$ cat src/rtl/ipsxe_floating_point_fma_axis_ctrl_v1_0_if.sv
// Stream and core-side signal bundle for the FMA AXI-Stream controller.
// master: the controller's view. slave: the environment (source, core, sink).
interface ipsxe_floating_point_fma_axis_ctrl_v1_0_if #(
  parameter int WIDTH = 32
);
  // operand stream in
  logic               i_s_abc_tvalid;
  logic               o_s_abc_tready;
  logic [3*WIDTH:0]   i_s_abc_tdata;
  // core operand side
  logic [WIDTH-1:0]   o_fma_a;
  logic [WIDTH-1:0]   o_fma_b;
  logic [WIDTH-1:0]   o_fma_c;
  logic               o_fma_op;
  logic               o_fma_abc_valid;
  // core result side
  logic [WIDTH-1:0]   i_fma_result;
  logic               i_fma_result_valid;
  logic               i_fma_invalid_op;
  logic               i_fma_underflow;
  logic               i_fma_overflow;
  // result stream out
  logic               o_m_res_tvalid;
  logic               i_m_res_tready;
  logic [WIDTH+2:0]   o_m_res_tdata;

  modport master (
    input  i_s_abc_tvalid, i_s_abc_tdata,
    output o_s_abc_tready,
    output o_fma_a, o_fma_b, o_fma_c, o_fma_op, o_fma_abc_valid,
    input  i_fma_result, i_fma_result_valid,
    input  i_fma_invalid_op, i_fma_underflow, i_fma_overflow,
    output o_m_res_tvalid, o_m_res_tdata,
    input  i_m_res_tready
  );

  modport slave (
    output i_s_abc_tvalid, i_s_abc_tdata,
    input  o_s_abc_tready,
    input  o_fma_a, o_fma_b, o_fma_c, o_fma_op, o_fma_abc_valid,
    output i_fma_result, i_fma_result_valid,
    output i_fma_invalid_op, i_fma_underflow, i_fma_overflow,
    input  o_m_res_tvalid, o_m_res_tdata,
    output i_m_res_tready
  );
endinterface

$ cat src/rtl/ipsxe_floating_point_fma_axis_ctrl_v1_0.sv
// Stream front end for the fixed-latency FMA core. Operand triples are only
// accepted while a FIFO slot is reserved for their result (in_flight + occ),
// so the un-stallable core can never overflow the result FIFO.
module ipsxe_floating_point_fma_axis_ctrl_v1_0 #(
  parameter int EXP_WIDTH  = 8,
  parameter int MAN_WIDTH  = 23,
  parameter int LATENCY    = 14,
  parameter int FIFO_DEPTH = 32
) (
  input  logic i_clk,
  input  logic i_rst_n,
  input  logic i_aclken,
  ipsxe_floating_point_fma_axis_ctrl_v1_0_if.master bus,
  output logic o_proto_err
);
  localparam int WIDTH = 1 + EXP_WIDTH + MAN_WIDTH;
  localparam int DW    = WIDTH + 3;
  localparam int PW    = (FIFO_DEPTH > 1) ? $clog2(FIFO_DEPTH) : 1;
  localparam int CW    = $clog2(FIFO_DEPTH + 1);
  localparam int UW    = CW + 1;
  localparam logic [CW-1:0] DEPTH_C = CW'(FIFO_DEPTH);
  localparam logic [UW-1:0] DEPTH_U = UW'(FIFO_DEPTH);

  // Parameter sanity: pointers wrap by natural overflow, so depth must be 2^n.
  if (FIFO_DEPTH < 2 || (FIFO_DEPTH & (FIFO_DEPTH - 1)) != 0) begin : g_bad_depth
    $error("FIFO_DEPTH must be a power of two >= 2");
  end
  if (LATENCY < 1) begin : g_bad_latency
    $error("LATENCY must be >= 1");
  end

  logic [CW-1:0]    in_flight_q, in_flight_d;
  logic [CW-1:0]    occ_q, occ_d;
  logic [PW-1:0]    wr_ptr_q, wr_ptr_d;
  logic [PW-1:0]    rd_ptr_q, rd_ptr_d;
  logic             room_q, room_d;
  logic             abc_valid_q, abc_valid_d;
  logic [WIDTH-1:0] a_q, a_d, b_q, b_d, c_q, c_d;
  logic             op_q, op_d;
  logic             err_q, err_d;
  logic [UW-1:0]    used_d;
  logic             accept, cap_req, bad, cap, pop;
  logic [DW-1:0]    mem_q [FIFO_DEPTH];

  // Next-state: accept/capture/pop all apply in the same cycle; clken low freezes everything.
  always_comb begin
    accept      = bus.i_s_abc_tvalid & room_q & i_aclken;
    cap_req     = bus.i_fma_result_valid & i_aclken;
    // a result nobody asked for, or one with no slot, is dropped and flagged
    bad         = cap_req & ((in_flight_q == '0) | (occ_q == DEPTH_C));
    cap         = cap_req & ~bad;
    pop         = (occ_q != '0) & bus.i_m_res_tready & i_aclken;
    in_flight_d = in_flight_q + CW'(accept) - CW'(cap);
    occ_d       = occ_q + CW'(cap) - CW'(pop);
    wr_ptr_d    = wr_ptr_q + PW'(cap);
    rd_ptr_d    = rd_ptr_q + PW'(pop);
    used_d      = {1'b0, in_flight_d} + {1'b0, occ_d};
    room_d      = i_aclken ? (used_d < DEPTH_U) : room_q;
    // strobe is held across disabled cycles so the clken-sharing core still sees it
    abc_valid_d = i_aclken ? accept : abc_valid_q;
    a_d         = a_q;
    b_d         = b_q;
    c_d         = c_q;
    op_d        = op_q;
    if (accept) begin
      a_d  = bus.i_s_abc_tdata[WIDTH-1:0];
      b_d  = bus.i_s_abc_tdata[2*WIDTH-1:WIDTH];
      c_d  = bus.i_s_abc_tdata[3*WIDTH-1:2*WIDTH];
      op_d = bus.i_s_abc_tdata[3*WIDTH];
    end
    err_d       = err_q | bad;
  end

  // Control and operand registers; room starts at 0 so tready rises one edge after reset.
  always_ff @(posedge i_clk or negedge i_rst_n) begin
    if (!i_rst_n) begin
      in_flight_q <= '0;
      occ_q       <= '0;
      wr_ptr_q    <= '0;
      rd_ptr_q    <= '0;
      room_q      <= 1'b0;
      abc_valid_q <= 1'b0;
      a_q         <= '0;
      b_q         <= '0;
      c_q         <= '0;
      op_q        <= 1'b0;
      err_q       <= 1'b0;
    end else begin
      in_flight_q <= in_flight_d;
      occ_q       <= occ_d;
      wr_ptr_q    <= wr_ptr_d;
      rd_ptr_q    <= rd_ptr_d;
      room_q      <= room_d;
      abc_valid_q <= abc_valid_d;
      a_q         <= a_d;
      b_q         <= b_d;
      c_q         <= c_d;
      op_q        <= op_d;
      err_q       <= err_d;
    end
  end

  // Result storage (distributed RAM, no reset); read side is asynchronous.
  always_ff @(posedge i_clk) begin
    if (cap)
      mem_q[wr_ptr_q] <= {bus.i_fma_overflow, bus.i_fma_underflow,
                          bus.i_fma_invalid_op, bus.i_fma_result};
  end

  assign bus.o_s_abc_tready  = room_q & i_aclken;
  assign bus.o_fma_a         = a_q;
  assign bus.o_fma_b         = b_q;
  assign bus.o_fma_c         = c_q;
  assign bus.o_fma_op        = op_q;
  assign bus.o_fma_abc_valid = abc_valid_q;
  assign bus.o_m_res_tvalid  = (occ_q != '0);
  assign bus.o_m_res_tdata   = mem_q[rd_ptr_q];
  assign o_proto_err         = err_q;

endmodule

$ cat src/flat_wrapper.sv
// flat-port wrapper written by rule: the top's interface ports become plain ports
module ipsxe_floating_point_fma_axis_ctrl_v1_0_flat 
#(
  parameter int EXP_WIDTH  = 8,
  parameter int MAN_WIDTH  = 23,
  parameter int LATENCY    = 14,
  parameter int FIFO_DEPTH = 32
)
  (i_clk, i_rst_n, i_aclken, o_proto_err, bus_i_s_abc_tvalid, bus_i_s_abc_tdata, bus_o_s_abc_tready, bus_o_fma_a, bus_o_fma_b, bus_o_fma_c, bus_o_fma_op, bus_o_fma_abc_valid, bus_i_fma_result, bus_i_fma_result_valid, bus_i_fma_invalid_op, bus_i_fma_underflow, bus_i_fma_overflow, bus_o_m_res_tvalid, bus_o_m_res_tdata, bus_i_m_res_tready);
  ipsxe_floating_point_fma_axis_ctrl_v1_0_if #(.WIDTH((32))) bus_i ();
  input  logic i_clk;
  input  logic i_rst_n;
  input  logic i_aclken;
  output logic o_proto_err;
  input wire logic [$bits(bus_i.i_s_abc_tvalid)-1:0] bus_i_s_abc_tvalid;
  input wire logic [$bits(bus_i.i_s_abc_tdata)-1:0] bus_i_s_abc_tdata;
  output wire logic [$bits(bus_i.o_s_abc_tready)-1:0] bus_o_s_abc_tready;
  output wire logic [$bits(bus_i.o_fma_a)-1:0] bus_o_fma_a;
  output wire logic [$bits(bus_i.o_fma_b)-1:0] bus_o_fma_b;
  output wire logic [$bits(bus_i.o_fma_c)-1:0] bus_o_fma_c;
  output wire logic [$bits(bus_i.o_fma_op)-1:0] bus_o_fma_op;
  output wire logic [$bits(bus_i.o_fma_abc_valid)-1:0] bus_o_fma_abc_valid;
  input wire logic [$bits(bus_i.i_fma_result)-1:0] bus_i_fma_result;
  input wire logic [$bits(bus_i.i_fma_result_valid)-1:0] bus_i_fma_result_valid;
  input wire logic [$bits(bus_i.i_fma_invalid_op)-1:0] bus_i_fma_invalid_op;
  input wire logic [$bits(bus_i.i_fma_underflow)-1:0] bus_i_fma_underflow;
  input wire logic [$bits(bus_i.i_fma_overflow)-1:0] bus_i_fma_overflow;
  output wire logic [$bits(bus_i.o_m_res_tvalid)-1:0] bus_o_m_res_tvalid;
  output wire logic [$bits(bus_i.o_m_res_tdata)-1:0] bus_o_m_res_tdata;
  input wire logic [$bits(bus_i.i_m_res_tready)-1:0] bus_i_m_res_tready;
  assign bus_i.i_s_abc_tvalid = bus_i_s_abc_tvalid;
  assign bus_i.i_s_abc_tdata = bus_i_s_abc_tdata;
  assign bus_o_s_abc_tready = bus_i.o_s_abc_tready;
  assign bus_o_fma_a = bus_i.o_fma_a;
  assign bus_o_fma_b = bus_i.o_fma_b;
  assign bus_o_fma_c = bus_i.o_fma_c;
  assign bus_o_fma_op = bus_i.o_fma_op;
  assign bus_o_fma_abc_valid = bus_i.o_fma_abc_valid;
  assign bus_i.i_fma_result = bus_i_fma_result;
  assign bus_i.i_fma_result_valid = bus_i_fma_result_valid;
  assign bus_i.i_fma_invalid_op = bus_i_fma_invalid_op;
  assign bus_i.i_fma_underflow = bus_i_fma_underflow;
  assign bus_i.i_fma_overflow = bus_i_fma_overflow;
  assign bus_o_m_res_tvalid = bus_i.o_m_res_tvalid;
  assign bus_o_m_res_tdata = bus_i.o_m_res_tdata;
  assign bus_i.i_m_res_tready = bus_i_m_res_tready;
  ipsxe_floating_point_fma_axis_ctrl_v1_0 #(.EXP_WIDTH(EXP_WIDTH), .MAN_WIDTH(MAN_WIDTH), .LATENCY(LATENCY), .FIFO_DEPTH(FIFO_DEPTH)) u_core (.i_clk(i_clk), .i_rst_n(i_rst_n), .i_aclken(i_aclken), .bus(bus_i), .o_proto_err(o_proto_err));
endmodule
$ cat config.mk
export PLATFORM = sky130hd
export DESIGN_NAME = ipsxe_floating_point_fma_axis_ctrl_v1_0_flat
export DESIGN_NICKNAME = d
export VERILOG_FILES = /design/src/rtl/ipsxe_floating_point_fma_axis_ctrl_v1_0_if.sv /design/src/rtl/ipsxe_floating_point_fma_axis_ctrl_v1_0.sv /design/src/flat_wrapper.sv
export SDC_FILE = /design/constraint.sdc
export NUM_CORES = 1
export LEC_CHECK = 0
export CAP_MARGIN = 5
export CORE_MARGIN = 10
export CORE_UTILIZATION = 55
export DETAILED_ROUTE_END_ITERATION = 7
export GPL_ROUTABILITY_DRIVEN = 0
export PLACE_DENSITY = 0.74
export SYNTH_ARGS = -nofsm -noshare
export SYNTH_HDL_FRONTEND = slang
export SYNTH_SLANG_ARGS = --single-unit
$ cat constraint.sdc
create_clock -name i_clk -period 4.7 [get_ports i_clk]
set_input_delay 0.47 -clock i_clk [delete_from_list [all_inputs] [get_ports i_clk]]
set_output_delay 0.47 -clock i_clk [all_outputs]
set_load 0.1 [all_outputs]
# Word-level counts from Yosys, hierarchy flattened
# Memories as Yosys holds them, arrays and structs flattened.
# Cells that the tools add are included.
[word_totals] regBits=122 mem_bits_rw=1120 inputBits=138 out_inout_bits=136 wordCells=36 mem_count=1
[op_classes] n_addsub=7 order_cmp=1 n_eq_ne=1 n_mux=2 bitwise_logic=11 reduce_logical=2
[mem_list] memory="u_core.mem_q" depth=32 width=35 rd=1 rd_clocked_by_memory_dff=0 write_ports=1 line="ipsxe_floating_point_fma_axis_ctrl_v1_0.sv:43" rtl="logic [DW-1:0] mem_q [FIFO_DEPTH];"
[ops] cell="$add A6 B1 Y6" n=2
[ops] cell="$sub A6 B1 Y6" n=2
[ops] cell="$add A5 B1 Y5" n=2
[ops] cell="$and A1 B1 Y1" n=8
[ops] cell="$add A6 B6 Y7" n=1
[ops] cell="$lt A7 B6 Y1 const B" n=1
[ops] cell="$eq A6 B6 Y1 const B" n=1
[ops] cell="$logic_not A6 Y1" n=1
[ops] cell="$reduce_bool A6 Y1" n=1
[ops] cell="$mux W1" n=2
[ops] cell="$or A1 B1 Y1" n=2
[ops] cell="$not A1 Y1" n=1

# Longest topological paths before layout
[depth] word_depth=9 mapped_depth=16

# Worst setup path before layout
# Ideal clock, no wire load.
[synth_path] kind="reg-to-reg" start="register u_core.occ_q[2]" end="memory u_core.mem_q[28][0] (netlist name) (enable)" setup_time_ns=0.427 arrival_time_ns=3.290 required_ns=4.273 path_slack_ns=0.983 path_stages_with_launch=8 period_less_slack_ns=3.717 path_cell_list="dfrtp_1 -> inv_1 -> ha_1 -> nor3b_1 -> a211oi_2 -> or3b_2 -> clkbuf_1 -> nor2_1"
[synth_between] elab_chain_cells=7
[synth_rtl] element="start: declaration" line="ipsxe_floating_point_fma_axis_ctrl_v1_0.sv:33" rtl="logic [CW-1:0] occ_q, occ_d;"
[synth_rtl] element="start signal: assignment" line="ipsxe_floating_point_fma_axis_ctrl_v1_0.sv:78" rtl="occ_q <= '0;"
[synth_rtl] element="start signal: assignment" line="ipsxe_floating_point_fma_axis_ctrl_v1_0.sv:90" rtl="occ_q <= occ_d;"
[synth_rtl] element="$eq A6 B6 Y1" line="ipsxe_floating_point_fma_axis_ctrl_v1_0.sv:50" rtl="bad = cap_req & ((in_flight_q == '0) | (occ_q == DEPTH_C));"
[synth_rtl] element="$or A1 B1 Y1" line="ipsxe_floating_point_fma_axis_ctrl_v1_0.sv:50"
[synth_rtl] element="$and A1 B1 Y1" line="ipsxe_floating_point_fma_axis_ctrl_v1_0.sv:50"
[synth_rtl] element="$not A1 Y1" line="ipsxe_floating_point_fma_axis_ctrl_v1_0.sv:51" rtl="cap = cap_req & ~bad;"
[synth_rtl] element="$and A1 B1 Y1" line="ipsxe_floating_point_fma_axis_ctrl_v1_0.sv:51"
[synth_rtl] element="$mux W1" line="ipsxe_floating_point_fma_axis_ctrl_v1_0.sv:105" rtl="if (cap)"
[synth_rtl] element="$mux W1 (implied by the code)" line="ipsxe_floating_point_fma_axis_ctrl_v1_0.sv:106" rtl="mem_q[wr_ptr_q] <= {bus.i_fma_overflow, bus.i_fma_underflow,"
[synth_rtl] element="end: declaration" line="ipsxe_floating_point_fma_axis_ctrl_v1_0.sv:43"
# No other way between the ends.

# Worst setup path after layout
[layout_path] start="register u_core.rd_ptr_q[0]" end="output bus_o_m_res_tdata[11]"
[layout_between] elab_chain_cells=1
[layout_rtl] element="start: declaration" line="ipsxe_floating_point_fma_axis_ctrl_v1_0.sv:35" rtl="logic [PW-1:0] rd_ptr_q, rd_ptr_d;"
[layout_rtl] element="start signal: assignment" line="ipsxe_floating_point_fma_axis_ctrl_v1_0.sv:92" rtl="rd_ptr_q <= rd_ptr_d;"
[layout_rtl] element="$mem_v2 Z32 W35"
[layout_rtl] element="end: declaration" line="flat_wrapper.sv:29" rtl="output wire logic [$bits(bus_i.o_m_res_tdata)-1:0] bus_o_m_res_tdata;"
# No other way between the ends.

==> out/qor.yml <==
criticalPathCategory: "reg2out"
port_buffers: 273
synth_cell_types: 38
cp-end-kind: "output pin"
fin_setup_tns_ns: 0
fin_nets: 2492
drive_above_1_share: 0.321
maxCapViolations: 0
seqPwrFrac: 0.352
critical_path.startpoint: "u_core.rd_ptr_q[0]$_DFF_PN0_"
r2r_cells: 16
syn2layout_area_growth_pct: 17.7
synth_edf_count: 1120
synth_seq_area_share: 0.771
yosysMostFrequentCell: "edfxtp_1"
synth_top_cells_by_area: "edfxtp_1 71%, mux4_2 17%, dfrtp_1 6.4%"
dieArea_um2: 98600
crit_end: "bus_o_m_res_tdata[11]"
rsz0062_at_grt: "false"
clk_pin_slew_ns: 0.06
cpLargestDelayFamily: "multiplexers"
syn_area_um2: 47600
synth_fa_ha_area_frac: 0.00637
first_iter_violations: 2338
htree_levels: 3
fillerInstances: 5390
antenna_found_initial: 1
synth_top_area_cell: "edfxtp_1"
utilization: 0.655
peakVddDrop_uv: 948
cts_tree: "yes"
maxSlewHeadroom: 0.152
cp-start-kind: "flop"
leakage_nw: 18.0
syn-num-nets: 2142
fp.coreArea_um2: 85400
post_cts_resized: 0
antennaDiodeCount: 0
io_pins: 274
grt_max_degree: 96
die_w_um: 314
p_switching_mw: 15.0
yosysTopAreaCellShare: 0.707
drt-vias-per-instance: 6.28
combPwrFrac: 0.409
first_pass_iters: 7
status: "completed"
synth_commonest_cells: "1120 x edfxtp_1, 350 x mux4_2, 132 x mux2_2"
intPower_mw: 23.7
synthMuxAreaShare: 0.197
path_buf_inv: 2
worstPathCellList: "buf_12, mux4_2, mux4_2, mux2_2, buf_4"
cts_root_buffer: "clkbuf_16"
start_util: 0.557
power.share.clock: 0.239
grt_pass1_vias: 24100
synth_xor_area_frac: 0.00332
setup_viol: 0
worstSkewPairLatency_ns: 0.69
cts.sinks: 1242
drt-wirelength-per-cell_um: 30.6
ant_nets: 0
ys_ff_latch: 1242
grtUsageTotal: 0.224
fmax_ghz: 0.246
yosys.area_share.simple: 0.00758
cp_common_cell: "mux4_2"
grt_overflow: 0
cts_buffer_depth: 3
crit_fanout: 61
timing.rr.end: "u_core.room_q$_DFFE_PN0P_"
hold_viol: 0
power.density_nw_per_um2: 690
syn_inst: 1981
ff2ff_setup_slack_ns: 1.01
r2r_start: "u_core.occ_q[3]$_DFF_PN0_"
synth_top_family_by_area: "multiplexers"
finalCritPeriodShare: 0.867
grt_pass1_wl_mm: 163
synth-compound-area-share: 0.00305
worstPathRequired_ns: 4.23
vias: 22400
route.detailed.drc: 0
fp-row-count: 107
yosys_warnings: 0
synth_ff_type: "edfxtp_1"
worst_pin_slew_ns: 1.27
worstHoldPathType: "in2async"
dp_hpwl_mm: 61.9
routed_wl_mm: 109
numCtsBuffers: 118
arrival_ns: 3.60
period_needed_ns: 4.07
sw_frac_of_total: 0.387
cp.depth: 5
slowest_stage: "dfrtp_4"
slowest_delay_ns: 0.67
finalMaxSlewViolations: 0
die_h_um: 314
async_flop_share: 0.0982
clock-skew-final_ns: 0.0205
synth_area_per_cell_um2: 24.0
==> cell type report <==
| class | count | area [um2] | share of cell area |
|---|---|---|---|
| Timing Repair Buffer | 329 | 3370 | 0.0602 |
| Multi-Input combinational cell | 619 | 10600 | 0.189 |
| Sequential cell | 1242 | 36700 | 0.656 |
| Inverter | 21 | 78.8 | 0.00141 |
| Tap cell | 1144 | 1430 | 0.0256 |
| Clock inverter | 53 | 561 | 0.0100 |
| Clock buffer | 161 | 3230 | 0.0577 |
==> registers in the layout (all words and copies together) (netlist names) <==
| register | count |
|---|---|
| u_core.bus.o_fma_a | 32 |
| u_core.bus.o_fma_abc_valid | 1 |
| u_core.bus.o_fma_b | 32 |
| u_core.bus.o_fma_c | 32 |
| u_core.bus.o_fma_op | 1 |
| u_core.in_flight_q | 6 |
| u_core.mem_q | 1120 |
| u_core.o_proto_err | 1 |
| u_core.occ_q | 6 |
| u_core.rd_ptr_q | 5 |
| u_core.room_q | 1 |
| u_core.wr_ptr_q | 5 |
==> how the worst min path moves through the flow <==
stage | endpoint | slack (ns) | depth (start not counted)
floorplan | u_core.bus.o_fma_a[0]$_DFFE_PN0P_ | 0.17 | 0
global placement | u_core.bus.o_fma_abc_valid$_DFFE_PN0P_ | 0.47 | 1
detailed placement | u_core.bus.o_fma_abc_valid$_DFFE_PN0P_ | 0.47 | 1
CTS | u_core.bus.o_fma_a[12]$_DFFE_PN0P_ | 0.36 | 2
global route | u_core.bus.o_fma_a[29]$_DFFE_PN0P_ | 0.38 | 2
finish | u_core.bus.o_fma_abc_valid$_DFFE_PN0P_ | 0.38 | 2
==> what timing repair did <==
item / 4_1_cts / 5_1_grt
endpoints found under the hold margin: 56 / 0
hold buffers: 1 / 0
buffers inserted: 0 / 0
==> logic make-up (layout without fill, tap and decap cells) <==
group	after synthesis	in the layout
xor+xnor	18	18
buf+inv	120	564
fa+ha+maj	23	23
mux	482	482
compound gates	22	22
flops	1242	1242
simple gates	74	74
==> per-stage QoR <==
| stage | cells | instance area [um2] | hold slack, ns | total power, mW | setup slack, ns |
|---|---|---|---|---|---|
| 2_1_floorplan | 1981 | 47600 | 0.174 | 25.6 | 0.983 |
| 3_3_place_gp | 3354 | 52100 | 0.474 | 29.5 | 0.896 |
| 3_5_place_dp | 3354 | 52100 | 0.472 | 29.7 | 0.799 |
| 4_1_cts | 3569 | 55900 | 0.362 | 39.0 | 0.563 |
| 5_1_grt | 3569 | 55900 | 0.383 | 40.0 | 0.448 |
| 6_report | 3569 | 55900 | 0.384 | 38.6 | 0.627 |
==> power groups by stage <==
stage	Combinational, mW	Clock (mW)	Sequential, mW
6_report	15.8	9.25	13.6
2_1_floorplan	9.06	0	16.5
5_1_grt	16.5	9.82	13.7
3_5_place_dp	15.9	0	13.8
4_1_cts	16.0	9.39	13.6
3_3_place_gp	15.7	0	13.7
==> metal layers <==
layer	global-route usage	up-vias	routed length, um
met5	0	-	13
met4	0.0572	2	2360
met3	0.0574	173	10600
met2	0.372	1224	55400
met1	0.295	11900	40700
li1	-	9082	-
==> cells in the final DEF (no fill, tap or decap), types with 15 or more instances in the layout <==
cell,count
edfxtp_1,1120
mux4_2,350
clkdlybuf4s50_1,237
mux2_2,132
clkbuf_16,120
dfrtp_1,117
buf_4,67
clkbuf_1,34
nor2_4,32
buf_12,24
inv_1,21
ha_1,21
clkinv_1,16
clkinv_2,15
No activity file was read; power rests on OpenSTA's default activity.
==> RTL change 1 (same flow settings) <==
Make the reset (`i_rst_n`) synchronous in one clocked block. Comments in the files are not updated.
--- a/src/rtl/ipsxe_floating_point_fma_axis_ctrl_v1_0.sv
+++ b/src/rtl/ipsxe_floating_point_fma_axis_ctrl_v1_0.sv
@@ -73,5 +73,5 @@
 
   // Control and operand registers; room starts at 0 so tready rises one edge after reset.
-  always_ff @(posedge i_clk or negedge i_rst_n) begin
+  always_ff @(posedge i_clk) begin
     if (!i_rst_n) begin
       in_flight_q <= '0;
Behaviour: differs if i_rst_n is asserted again (counterexample within 4 cycles, from zero or initial values and one cycle with i_rst_n low); with i_rst_n held inactive, the same outputs for 4 cycles.
==> RTL change 1 against the original RTL <==
  * Worst setup slack worse by 46 ps
  * Maximum frequency fell by 1.1%
  * Final area is essentially flat
  * Sequential cell count did not move
  * First-iteration DRC count is 8.3% higher
  * Sequential share of layout area is 1.1 points lower
  * Core utilization grew 0.17 points
  * Wire length is 4.5% higher
  * Largest cell class unchanged
  * Synthesized area down 0.69%
Power is not compared: it rests on default switching activity, and its combinational part moved more than twofold at a synthesized area within 25%.
==> RTL change 1: results (changes against the original RTL) <==
[outcome]
status = finished, final reports clean  ; unchanged

[min_path]
hp-start = bus_i_s_abc_tdata[16]
whs_endpoint = u_core.bus.o_fma_a[16]$_SDFFE_PN0P_
min_path_type = in -> reg  ; was in -> async

[global_routing]
use_met3_pct = 5.25  ; was 5.74%
grt_max_degree = 99  ; was 96
track_usage_pct = 23.2  ; was 22.4%
use_met1_pct = 30.5  ; was 29.5%
grt_pass1_vias = 25212  ; was 24.1k
antenna_found_initial = 3  ; was 1
grtUsageMet2_pct = 39.0  ; was 37.2%
grt_pass1_wl_um = 168000  ; was 163000 µm

[layout]
largest-register = u_core.mem_q  ; unchanged
drive_gt1_share_pct = 26.7  ; was 32.1%
final_nets = 2723  ; was 2492
n_antenna_cell = 0  ; unchanged
nFillCells = 5410  ; was 5390

[routing]
wl_met3_um = 10900  ; was 10600 µm
vias = 23625  ; was 22.4k
wl_met1_um = 42000  ; was 40700 µm
drt_iter0_drc = 2531  ; was 2338
dr.max_layer_used = met5  ; unchanged
viasPerCell = 6.21  ; was 6.28
wl_per_cell_um = 30.0  ; was 30.6 µm
wl_met2_um = 58200  ; was 55400 µm

[clocking]
postCtsSetupBuffers = 0  ; unchanged
cts_buffer_depth = 3  ; unchanged
htreeDepth = 3  ; unchanged
cts-root-buf = clkbuf_16  ; unchanged
clk_transition_reported_paths_ps = 70
cts_resized = 0  ; unchanged
clock_latency_ps = 700
postCtsHoldBufs = 0  ; was 1

[power_and_ir_drop]
peakVddDrop_mv = 0.353
p_leak_uw = 0.0171
switching_share_pct = 25.3
pwr-share-comb_pct = 15.7

[yosys]
async_flop_share_pct = 0  ; was 9.82%
yosysSeqAreaShare_pct = 76.4  ; was 77.1%
yosys-top-cells-area = edfxtp_1 (71%), mux4_2 (17%), dfxtp_1 (5.2%), nand2_1 (1.6%), a21oi_1 (1.1%)  ; was edfxtp_1 (71%), mux4_2 (17%), dfrtp_1 (6.4%), mux2_2 (3.1%), ha_1 (0.55%)
synth_common_cells = edfxtp_1 (1120), mux4_2 (350), nand2_1 (201)  ; was edfxtp_1 (1120), mux4_2 (350), mux2_2 (132)
syn_nets = 2378  ; was 2142
synth_cell_type_count = 40  ; was 38
synth_area_per_cell_um2 = 21.3  ; was 24.0 µm²
synth-edff-count = 1120  ; unchanged

[setup_path]
path_delay_family = multiplexers  ; unchanged
r2r_setup_slack_ps = 1050  ; was 1010 ps
r2r-end = u_core.room_q$_SDFFE_PN0P_  ; was u_core.room_q$_DFFE_PN0P_
worstPathMaxFanout = 59  ; was 61
rr_worst_depth = 17  ; was 16
timing.rr.start = u_core.occ_q[2]$_SDFF_PN0_  ; was u_core.occ_q[3]$_DFF_PN0_
slowest_stage = dfxtp_4  ; was dfrtp_4
cpPeakStageDelay_ps = 730  ; was 670 ps

[timing]
fin_worst_skew_ps = 26.0  ; was 20.5 ps
relSlewSlack_pct = 22.8  ; was 15.2%

[place]
hpwl_um = 60900  ; was 61900 µm
dp_cells = 3582  ; was 3354

-- RTL change 1: worst max path at each step --
| stage | start | slack (ps) | endpoint |
|---|---|---|---|
| 6_report | u_core.rd_ptr_q[0]$_SDFF_PN0_ | 580 | bus_o_m_res_tdata[19] |
| 5_1_grt | u_core.rd_ptr_q[0]$_SDFF_PN0_ | 380 | bus_o_m_res_tdata[19] |
| 4_1_cts | u_core.rd_ptr_q[0]$_SDFF_PN0_ | 510 | bus_o_m_res_tdata[19] |
| 3_5_place_dp | i_aclken | 1020 | u_core.room_q$_SDFFE_PN0P_ |
| 3_3_place_gp | i_aclken | 1090 | u_core.room_q$_SDFFE_PN0P_ |
| 2_1_floorplan | u_core.occ_q[2]$_SDFF_PN0_ | 900 | u_core.room_q$_SDFFE_PN0P_ |
-- RTL change 1: per-stage QoR --
step	hold slack (ps)	cell area, µm²	total power [µW]	setup WS, ps
global route	320	55900	26700	382
global placement	442	52000	16500	1090
detailed placement	449	52000	16600	1020
finish	325	55900	25900	581
floorplan	461	47200	15500	903
CTS	287	55900	26100	513
-- RTL change 1: area by class of cell --
cell class | count | share of cell area (%)
timing repair buffer | 344 | 6.42
multi-input combinational | 830 | 19.3
inverter | 22 | 0.148
clock buffer | 144 | 5.57
tap | 1144 | 2.56
clock inverter | 77 | 1.43
sequential | 1242 | 64.5
-- RTL change 1: kinds of logic (layout without fill, tap and decap cells) --
| kind of cell | after synthesis | in the layout | synth area share, % |
|---|---|---|---|
| AO/OA/AOI/OAI | 118 | 118 | 1.34 |
| XOR/XNOR | 12 | 12 | 0.223 |
| adder cells (fa/ha/maj) | 27 | 27 | 0.747 |
| buffers and inverters | 141 | 587 | 1.23 |
| flip-flops | 1242 | 1242 | 76.4 |
| multiplexers | 387 | 387 | 17.6 |
| AND/OR/NAND/NOR | 286 | 286 | 2.49 |
==> RTL change 2 (same flow settings) <==
Without the edit above. Register the output `o_proto_err` once more, with the module's reset; this adds one clock of latency there. The other outputs are not delayed to match.
--- a/src/rtl/ipsxe_floating_point_fma_axis_ctrl_v1_0.sv
+++ b/src/rtl/ipsxe_floating_point_fma_axis_ctrl_v1_0.sv
@@ -116,5 +116,11 @@
   assign bus.o_m_res_tvalid  = (occ_q != '0);
   assign bus.o_m_res_tdata   = mem_q[rd_ptr_q];
-  assign o_proto_err         = err_q;
+  always_ff @(posedge i_clk or negedge i_rst_n) begin
+    if (!i_rst_n) begin
+      o_proto_err <= '0;
+    end else begin
+      o_proto_err <= err_q;
+    end
+  end
 
 endmodule
Function: changed (Yosys sat finds a counterexample within 4 cycles, from zero or initial values and one cycle with i_rst_n low).
==> RTL change 2 against the original RTL <==
  * Wire length grew 0.19%
  * Worst setup slack lost 170 ps
  * Final area grew 0.37%
  * Synthesized area is essentially flat
  * Highest routed layer unchanged
  * Global-route usage shrank 0.061 points
  * Sequential cell count grew 1
  * Die area is essentially flat
  * Synthesized cell count is essentially flat
  * Maximum frequency shrank 4.0%
  * Power grew 0.55%
  * Largest cell class unchanged
  * Largest power group unchanged
==> RTL change 2: results (changes against the original RTL) <==
[power_and_ir_drop]
peakVddDrop_mv = 1.23  ; was 0.948 mV
p_int_uw = 23800  ; was 23700 µW
p_leak_uw = 0.0181  ; was 0.0180 µW

[clocking]
tritoncts.num_buffers = 119  ; was 118

[yosys]
yosysSeqAreaShare_pct = 77.2  ; was 77.1%
synth_compound_area_share_pct = 0.305  ; about the same
async_flop_share_pct = 9.90  ; was 9.82%
synth_common_cells = edfxtp_1 (1120), mux4_2 (350), mux2_2 (132)  ; unchanged
yosys-top-cells-area = edfxtp_1 (71%), mux4_2 (17%), dfrtp_1 (6.5%), mux2_2 (3.1%), ha_1 (0.55%)  ; was edfxtp_1 (71%), mux4_2 (17%), dfrtp_1 (6.4%), mux2_2 (3.1%), ha_1 (0.55%)
synthAdderAreaFrac_pct = 0.636  ; was 0.637%
synth_xor_area_share_pct = 0.331  ; was 0.332%

[setup_path]
rr_worst_depth = 15  ; was 16
cpPeakStageDelay_ps = 840  ; was 670 ps
timing.rr.start = u_core.in_flight_q[2]$_DFF_PN0_  ; was u_core.occ_q[3]$_DFF_PN0_
worstPathArrival_ps = 3770  ; was 3600 ps
worstPathMaxFanout = 26  ; was 61

[global_routing]
antenna_found_initial = 4  ; was 1
grt_pass1_vias = 24050  ; about the same
grt_max_degree = 82  ; was 96
track_usage_pct = 22.3  ; was 22.4%
grt_pass1_wl_um = 162000  ; was 163000 µm

[routing]
drt_iter0_drc = 2428  ; was 2338
wl_per_cell_um = 30.5  ; was 30.6 µm
first_pass_iters = 5  ; was 7

[place]
hpwl_um = 61600  ; was 61900 µm

[layout]
final_nets = 2497  ; was 2492

[timing]
holdWs_ps = 394  ; was 384 ps
worst_pin_slew_ps = 1260  ; was 1270 ps
fin_worst_skew_ps = 21.6  ; was 20.5 ps

[min_path]
min_path_type = reg -> reg  ; was in -> async

[outcome]
status = finished, final reports clean  ; unchanged

[RTL change 2: worst max-delay path by stage]
stage | start | to | slack (ps) | cells past startpoint
after CTS | u_core.rd_ptr_q[0]$_DFF_PN0_ | bus_o_m_res_tdata[19] | 380 | 5
after global routing | u_core.rd_ptr_q[0]$_DFF_PN0_ | bus_o_m_res_tdata[19] | 280 | 5
after global placement | i_aclken | u_core.room_q$_DFFE_PN0P_ | 680 | 14
final | u_core.rd_ptr_q[0]$_DFF_PN0_ | bus_o_m_res_tdata[19] | 460 | 5
after floorplan | u_core.occ_q[2]$_DFF_PN0_ | u_core.mem_q[28][0]$_DFFE_PP_ | 980 | 7
after detailed placement | i_aclken | u_core.room_q$_DFFE_PN0P_ | 600 | 14
[RTL change 2: final cells by class]
cell class / instances / share of cell area [%]
Timing Repair Buffer: 332 / 6.29
Clock buffer: 155 / 5.60
Antenna cell: 2 / 0.00891
Tap cell: 1144 / 2.55
Multi-Input combinational cell: 619 / 18.8
Inverter: 21 / 0.140
Sequential cell: 1243 / 65.4
Clock inverter: 65 / 1.17
[RTL change 2: metrics by stage]
step | instances | instance area [µm²] | setup WS, ps
2_1_floorplan | 1982 | 47600 | 983
3_3_place_gp | 3357 | 52300 | 680
3_5_place_dp | 3357 | 52300 | 603
4_1_cts | 3578 | 56100 | 376
5_1_grt | 3581 | 56200 | 283
6_report | 3581 | 56200 | 459
[RTL change 2: what timing repair did]
action | CTS | global route
setup buffers | 0 | 0
hold endpoints to repair | 68 | 0
hold buffers | 1 | 0
[RTL change 2: routing by layer]
layer | GRT usage, % | vias to the layer above | part of all wire (%)
li1 | - | 9096 | -
met1 | 29.5 | 11871 | 37
met3 | 5.24 | 194 | 9.0
met5 | 0 | - | 0.027
met2 | 37.0 | 1202 | 51
met4 | 6.50 | 4 | 2.6
[RTL change 2: power by group through the flow]
stage	clock network, µW	registers, µW	logic [µW]
6_report	9340	13600	15900
3_3_place_gp	0	13800	15800
5_1_grt	9910	13700	16500
4_1_cts	9500	13600	16100
3_5_place_dp	0	13900	15900
2_1_floorplan	0	16500	9060
[RTL change 2: kinds of logic after synthesis]
kind of cell,after synthesis
buffers and inverters,120
AOI/OAI and AO/OA,22
and+or+nand+nor,74
DFF,1243
xor gates and xnor gates,18
adders and majority gates,23
muxes,482
[RTL change 2: worst reg2reg max path, delay by kind of cell (launching register included)]
family	cells	cell delay, ps
AND/OR/NAND/NOR	2	770
flip-flops	1	390
XOR/XNOR	2	450
AO/OA/AOI/OAI	4	700
adder cells (fa/ha/maj)	4	1060
buffers and inverters	3	200
